## config.mk

```make
export PLATFORM = sky130hd
export DESIGN_NAME = auxrx_fifo
export DESIGN_NICKNAME = d
export VERILOG_FILES = /design/src/rtl/auxrx_fifo.sv
export SDC_FILE = /design/constraint.sdc
export NUM_CORES = 1
export LEC_CHECK = 0
export CORE_ASPECT_RATIO = 0.9
export CORE_MARGIN = 3
export CORE_UTILIZATION = 57
export DETAILED_ROUTE_END_ITERATION = 16
export PLACE_DENSITY = 0.77
export SYNTH_ARGS = -nofsm -noshare
export SYNTH_HDL_FRONTEND = slang
export SYNTH_SLANG_ARGS = --single-unit
```

## constraint.sdc

```tcl
create_clock -name i_clk -period 3.82 [get_ports i_clk]
set_clock_uncertainty 0.15 [all_clocks]
set_input_delay 0.382 -clock i_clk [delete_from_list [all_inputs] [get_ports i_clk]]
set_output_delay 0.382 -clock i_clk [all_outputs]
set_load 0.1 [all_outputs]
```

## src/rtl/auxrx_fifo.sv

```systemverilog
// auxrx_fifo: receive-side FIFO for an auxiliary UART, exposed on a
// single-cycle Wishbone-style slave port with two registers.
//
// Ports
//   i_clk, i_rst            clock (rising edge) and async active-high reset
//   i_rx_stb                one-cycle strobe: received byte + flags valid
//   i_rx_data[7:0]          received byte
//   i_rx_break/perr/ferr    line break, parity error, framing error flags
//   i_wb_stb, i_wb_we       bus strobe and write enable
//   i_wb_addr               0 = data register (read pops), 1 = status/control
//   i_wb_data[31:0]         bus write data (status: bit0 clears overflow,
//                           bit1 flushes the FIFO)
//   o_wb_ack                acknowledge, one cycle after every strobe
//   o_wb_stall              tied low, the slave never stalls
//   o_wb_data[31:0]         registered read data, valid with o_wb_ack
//   o_rts                   high while fill < RTS_LEVEL
//   o_int                   FIFO not empty
//   o_half_int              fill >= half depth
//
// Data read word  : {20'h0, break, ferr, perr, empty, data[7:0]}
// Status read word: {16'h0, overflow, 2'b0, half, empty, 0.., fill}
module auxrx_fifo #(
    parameter int unsigned LGFLEN    = 4,
    parameter int unsigned RTS_LEVEL = 12
) (
    input  logic        i_clk,
    input  logic        i_rst,
    input  logic        i_rx_stb,
    input  logic [7:0]  i_rx_data,
    input  logic        i_rx_break,
    input  logic        i_rx_perr,
    input  logic        i_rx_ferr,
    input  logic        i_wb_stb,
    input  logic        i_wb_we,
    input  logic        i_wb_addr,
    input  logic [31:0] i_wb_data,
    output logic        o_wb_ack,
    output logic        o_wb_stall,
    output logic [31:0] o_wb_data,
    output logic        o_rts,
    output logic        o_int,
    output logic        o_half_int
);

    localparam int unsigned DEPTH = 1 << LGFLEN;
    localparam int unsigned FW    = LGFLEN + 1;
    localparam int unsigned PW    = LGFLEN;

    localparam logic [FW-1:0] FILL_FULL = FW'(DEPTH);
    localparam logic [FW-1:0] FILL_HALF = FW'(DEPTH / 2);
    localparam logic [FW-1:0] FILL_RTS  = FW'(RTS_LEVEL);

    // One stored receive event
    typedef struct packed {
        logic       brk;
        logic       ferr;
        logic       perr;
        logic [7:0] data;
    } entry_t;

    entry_t          mem [DEPTH];
    logic [PW-1:0]   wr_ptr;
    logic [PW-1:0]   rd_ptr;
    logic [FW-1:0]   fill;
    logic            overflow;

    logic            rd_req_c;
    logic            ctl_wr_c;
    logic            flush_c;
    logic            ovf_clr_c;
    logic            empty_c;
    logic            full_c;
    logic            half_c;
    logic            pop_c;
    logic            push_c;
    logic            drop_c;
    entry_t          head_c;
    entry_t          rx_entry_c;
    logic [31:0]     rd_word_c;

    // Upper write-data bits carry no control function
    logic            unused_wb_data;
    assign unused_wb_data = ^i_wb_data[31:2];

    assign o_wb_stall = 1'b0;

    // Transfer decode
    always_comb begin
        rd_req_c   = i_wb_stb & ~i_wb_we & ~i_wb_addr;
        ctl_wr_c   = i_wb_stb & i_wb_we & i_wb_addr;
        flush_c    = ctl_wr_c & i_wb_data[1];
        ovf_clr_c  = ctl_wr_c & i_wb_data[0];
        empty_c    = (fill == '0);
        full_c     = (fill == FILL_FULL);
        half_c     = (fill >= FILL_HALF);
        pop_c      = rd_req_c & ~empty_c;
        // A pop in the same cycle frees the slot a full FIFO needs; a flush
        // discards any concurrent push outright.
        push_c     = i_rx_stb & ~flush_c & (~full_c | pop_c);
        drop_c     = i_rx_stb & ~flush_c & full_c & ~pop_c;
        head_c     = mem[rd_ptr];
        rx_entry_c = '{brk: i_rx_break, ferr: i_rx_ferr, perr: i_rx_perr, data: i_rx_data};
    end

    // Read word mux; an empty data read reports only the empty bit
    always_comb begin
        rd_word_c = '0;
        if (i_wb_addr) begin
            rd_word_c[15]     = overflow;
            rd_word_c[12]     = half_c;
            rd_word_c[11]     = empty_c;
            rd_word_c[FW-1:0] = fill;
        end else begin
            rd_word_c[8] = empty_c;
            if (!empty_c) begin
                rd_word_c[11]  = head_c.brk;
                rd_word_c[10]  = head_c.ferr;
                rd_word_c[9]   = head_c.perr;
                rd_word_c[7:0] = head_c.data;
            end
        end
    end

    // Storage array, not reset
    always_ff @(posedge i_clk) begin
        if (push_c) begin
            mem[wr_ptr] <= rx_entry_c;
        end
    end

    // Pointers and fill count
    always_ff @(posedge i_clk or posedge i_rst) begin
        if (i_rst) begin
            wr_ptr <= '0;
            rd_ptr <= '0;
            fill   <= '0;
        end else if (flush_c) begin
            wr_ptr <= '0;
            rd_ptr <= '0;
            fill   <= '0;
        end else begin
            if (push_c) begin
                wr_ptr <= wr_ptr + PW'(1);
            end
            if (pop_c) begin
                rd_ptr <= rd_ptr + PW'(1);
            end
            case ({push_c, pop_c})
                2'b10:   fill <= fill + FW'(1);
                2'b01:   fill <= fill - FW'(1);
                default: fill <= fill;
            endcase
        end
    end

    // Sticky overflow; a new drop wins over a clear in the same cycle
    always_ff @(posedge i_clk or posedge i_rst) begin
        if (i_rst) begin
            overflow <= 1'b0;
        end else if (drop_c) begin
            overflow <= 1'b1;
        end else if (ovf_clr_c) begin
            overflow <= 1'b0;
        end
    end

    // Bus response; read data only updates on read strobes
    always_ff @(posedge i_clk or posedge i_rst) begin
        if (i_rst) begin
            o_wb_ack  <= 1'b0;
            o_wb_data <= '0;
        end else begin
            o_wb_ack <= i_wb_stb;
            if (i_wb_stb && !i_wb_we) begin
                o_wb_data <= rd_word_c;
            end
        end
    end

    // Level outputs sampled from the fill count held before this edge
    always_ff @(posedge i_clk or posedge i_rst) begin
        if (i_rst) begin
            o_int      <= 1'b0;
            o_half_int <= 1'b0;
            o_rts      <= 1'b1;
        end else begin
            o_int      <= ~empty_c;
            o_half_int <= half_c;
            o_rts      <= (fill < FILL_RTS);
        end
    end

endmodule

```

# After elaboration in Yosys (flattened, before gate mapping)
# Memory sizes are Yosys's and may differ from the RTL's.
# Cells that the tools add are included.
[totals]
ram_bits = 176
register_bits = 32
output_inout_bits = 37
memories = 1
word_cells = 61
[op_classes]
add_sub_neg = 4
n_reduce_logical = 7
bitwise = 18
order_cmp = 2
n_eq_ne = 3
mux = 17
[memory_table]
columns = ["memory", "depth", "width", "rd", "rd_ports_with_merged_regs", "wr", "line", "rtl"]
rows = [
  ["mem", 16, 11, 1, 0, 1, "61", "entry_t mem [DEPTH];"],
]
[op_table]
columns = ["op", "n"]
rows = [
  ["$mux W4", 4],
  ["$and A1 B1 Y1", 11],
  ["$mux W5", 2],
  ["$pmux W5 S2", 1],
  ["$add A4 B1 Y4 const B", 2],
  ["$mux W8", 1],
  ["$mux W1", 7],
  ["$mux W6", 1],
  ["$not A1 Y1", 6],
  ["$reduce_bool A2 Y1", 3],
  ["$add A5 B1 Y5 const B", 1],
  ["$eq A5 B5 Y1 const B", 1],
  ["$ge A5 B4 Y1 const B", 1],
  ["$logic_not A5 Y1", 1],
  ["$lt A5 B4 Y1 const B", 1],
  ["$sub A5 B1 Y5 const B", 1],
  ["$mux W3", 1],
  ["$reduce_bool A3 Y1", 1],
  ["$eq A2 B1 Y1 const B", 1],
  ["$eq A2 B2 Y1 const B", 1],
  ["$logic_and A1 B1 Y1", 1],
  ["$logic_not A1 Y1", 1],
  ["$or A1 B1 Y1", 1],
]

# Depth between registers and ports, before layout
[logic_depth]
ltp_word = 9
depth_mapped = 11
depth_no_buf = 10

# Worst setup path after synthesis
# OpenSTA, ideal clock, no wires.
[synth_timing]
path_type = "register to register"
startpoint = "reg fill[2]"
endpoint = "reg fill[4]"
path_slack_ps = 883
path_stages_with_launch = 11
t_arrival_ps = 2705
synth_period_minus_slack_ps = 2937
path_buffers = 1
setup_ps = 81
required_time_ps = 3589
cell_sequence = "dfrtp_1 -> buf_6 -> or4_4 -> o21ai_4 -> nor2_2 -> xor2_1 -> ha_1 -> o31a_2 -> or4_1 -> o31ai_2 -> mux2i_1"
[synth_between]
elab_chain_len = 8
word_cells_on_any_way = 14
classes_between = "add/sub (2); eq/ne (3); mux (2); bitwise (5); reduce/logical (2)"
[synth_lines]
columns = ["item", "line", "rtl"]
rows = [
  ["start: declaration", "64", "logic [FW-1:0] fill;"],
  ["start signal: assignment", "149", "2'b10: fill <= fill + FW'(1);"],
  ["start signal: assignment", "150", "2'b01: fill <= fill - FW'(1);"],
  ["start signal: assignment", "151", "default: fill <= fill;"],
  ["$logic_not A5 Y1", "93", "empty_c = (fill == '0);"],
  ["$not A1 Y1", "96", "pop_c = rd_req_c & ~empty_c;"],
  ["$and A1 B1 Y1", "96", ""],
  ["$or A1 B1 Y1", "99", "push_c = i_rx_stb & ~flush_c & (~full_c | pop_c);"],
  ["$and A1 B1 Y1", "99", ""],
  ["$eq A2 B1 Y1 or $eq A2 B2 Y1 (tied branches)", "148", "case ({push_c, pop_c})"],
  ["$pmux W5 S2", "148", ""],
  ["$mux W5", "137", "end else if (flush_c) begin"],
]
# Several ways; a longest one is shown, not always the timed one.
# A chain may end at the register's enable or synchronous reset.

# Final worst setup path
# Same ends and word-level chain as after synthesis.

==> run metrics <==
Cells after Synth about 470; Placed Instances between 600 and 700; DRT iter0 DRCs ~440; Slew HR roughly 32%; Final GP Congestion slightly below 0.9; DR pass1 iterations 5; CTS buffer count 20; Finish-stage setup viols 0; worst-skew pair later-pin latency around 0.50 ns; worst reg2reg startpoint fill[2]$_DFFE_PP0P_; share of layout cells above drive strength 1 22.12%; Crit. End Element register; post-synth top area cell edfxtp_1; period utilization roughly four fifths; Mapped Area approximately 8500 sq um; grt ovf 0; # diodes 0; Routed WL between 15 and 20 mm; Filler cells between 900 and 1000; Max Fanout on Critical Path 9; vias in the first global route 4507; placed instance area around 9000 sq um; post-route minimum period 3.065 ns; Final Max Slew Viols 0; hold_ws 0.2027 ns; Worst path slowest cell or4_4; Layout area overhead 14.20%; NumNets Final slightly below 600; DR vias ~4300; status completed; worst path cell trace or4_4, o21ai_4, nor2_2, xor2_1, ha_1, o31a_2, or4_1, o31ai_2, mux2i_1; Die Y between 100 and 150 um; Slew @ Worst Pin ~1 ns; dpl hpwl roughly 11 mm; main flop type after synthesis edfxtp_1; Peak VDD IR 0.5880 mV; Synth Warn # 0; EDFF count, synth approximately 180; Critical Path AT ~3.3 ns; PD cells about 720 nW/um^2; post-route insts no fill 731; ys async rst share between 10% and 20%; Max Fclk roughly 0.33 GHz; crit path capture fill[4]$_DFFE_PP0P_; Core Area 14310 sq um; Worst-path clk slew approximately 0.060 ns; Setup crit start kind register; Root Driver clkbuf_16; Min-Delay Path Class in -> async; Die W around 130 um; initial antenna violation count 0; post-route design area between 9000 and 10000 sq um; Static Leak roughly 3.3 nW; pre-CTS setup slack just under 0.4 ns; Rows 41; Residual DRC 0; Starting Density about three fifths; final core utilization about 70%; synth top area cells edfxtp_1 (62%), mux4_2 (12%), dfrtp_1 (9.1%); setup bufs post-CTS 0; crit path kind reg -> reg; Yosys reg bits approximately 210; CP required 4.08 ns; max-cap violation count 0; first-pass GRT wire length 26.08 mm; Hold Vio Cnt, Final 0; CTS Sinks around 210; Mean Syn Cell Area 18.24 sq um; overall power between 7 and 8 mW; Reg2Reg Depth 9; CTS max path bufs 3; Netlist cell types 50; Setup Total Neg Slack 0 ns; CP peak stage delay 0.64 ns; Final ANT Viol Nets 0; number of H-tree levels 1; largest net degree at the start of global routing a little over 40; critical path startpoint fill[2]$_DFFE_PP0P_; Setup WS post-layout 0.7545 ns; TritonCTS clock tree built; Ports 86; top-area cell type share of the netlist area between 60 and 70%; Reg-to-Reg End fill[4]$_DFFE_PP0P_; Resize count post-CTS 0; unrepaired setup endpoints after global routing no; Avg WL per Cell 22.85 um; die area 16450 sq um; Port Buf Inserts 36; sequential share of the synthesized area 71.45%; Hold Buf Count CTS 0; via/cell ratio roughly 5.9; GRT Total Usage a little over a fifth; R2R setup slack roughly 0.75 ns
-- sequential cells by signal, indices dropped and copies added, names as in the netlist --
signal	flops
o_wb_data	14
fill	5
mem	176
o_rts	1
o_half_int	1
o_wb_ack	1
o_int	1
overflow	1
wr_ptr	4
rd_ptr	4
-- where the power goes --
group	total, mW	internal (mW)	switching, mW	leakage, nW
Sequential	3.03	2.77	0.259	1.99
Clock	1.74	0.969	0.773	0.271
Combinational	2.25	0.840	1.41	1.03
Total	7.02	4.58	2.44	3.29
-- worst max-delay path, delay by kind of cell (launching register included) --
kind | cells | cell delay (ns)
fa+ha+maj | 1 | 0.25
compound gates | 3 | 0.56
flops | 1 | 0.51
simple gates | 3 | 1.14
mux | 1 | 0.21
xor+xnor | 1 | 0.16
-- cell families after synthesis --
family / synth area share, %
AO/OA/AOI/OAI: 4.406
buffers and inverters: 3.642
multiplexers: 14.11
other: 0.04402
XOR/XNOR: 0.8225
flip-flops: 71.45
AND/OR/NAND/NOR: 4.494
adder cells (fa/ha/maj): 1.028
-- layout by cell type (no fill, tap or decap), drive strengths merged, types with 9 or more instances in the layout --
cell           instances
nand2                 20
a211oi                12
nor2                  22
edfxtp               176
dfrtp                 31
o21ai                 15
inv                    9
mux4                  44
conb                  19
clkdlybuf4s50         36
buf                   26
clkbuf                28
nor3                   9
mux2i                 14
-- how the worst min path moves through the flow --
stage                              from                        end  slack, ns  depth (start not counted)
2_1_floorplan                  i_wb_stb         o_wb_ack$_DFF_PP0_       0.26                          0
3_3_place_gp   o_wb_data[6]$_DFFE_PP0N_   o_wb_data[6]$_DFFE_PP0N_       0.32                          2
3_5_place_dp   o_wb_data[5]$_DFFE_PP0N_   o_wb_data[5]$_DFFE_PP0N_       0.33                          2
4_1_cts                           i_rst  o_wb_data[15]$_DFFE_PP0N_       0.22                          2
5_1_grt                           i_rst  o_wb_data[15]$_DFFE_PP0N_       0.29                          2
6_report                          i_rst  o_wb_data[15]$_DFFE_PP0N_       0.20                          2
-- synth_stat cells, drive strengths merged (8+ instances only) --
master	count
mux2i	14
nor3	9
nand2	20
inv	9
clkbuf	11
a21oi	8
buf	32
dfrtp	31
mux4	44
a211oi	12
nor2	22
edfxtp	176
o21ai	15
-- area by class of cell --
| type | count | area [sq um] | share of cell area (%) |
|---|---|---|---|
| Tap cell | 193 | 241.5 | 2.482 |
| Clock inverter | 6 | 37.54 | 0.3858 |
| Clock buffer | 28 | 530.5 | 5.453 |
| Multi-Input combinational cell | 225 | 2230 | 22.92 |
| Sequential cell | 208 | 6088 | 62.58 |
| Timing Repair Buffer | 62 | 568.0 | 5.838 |
| Inverter | 9 | 33.78 | 0.3472 |
-- routing by layer --
layer  wire [um]  track usage, %  up-vias
met4         373           5.407        0
met5           0               0        -
li1            -               -     1918
met3        1015           3.344       26
met1        7011           30.43     2241
met2        8305           34.59      159
Power figures use the tool's default switching activity.
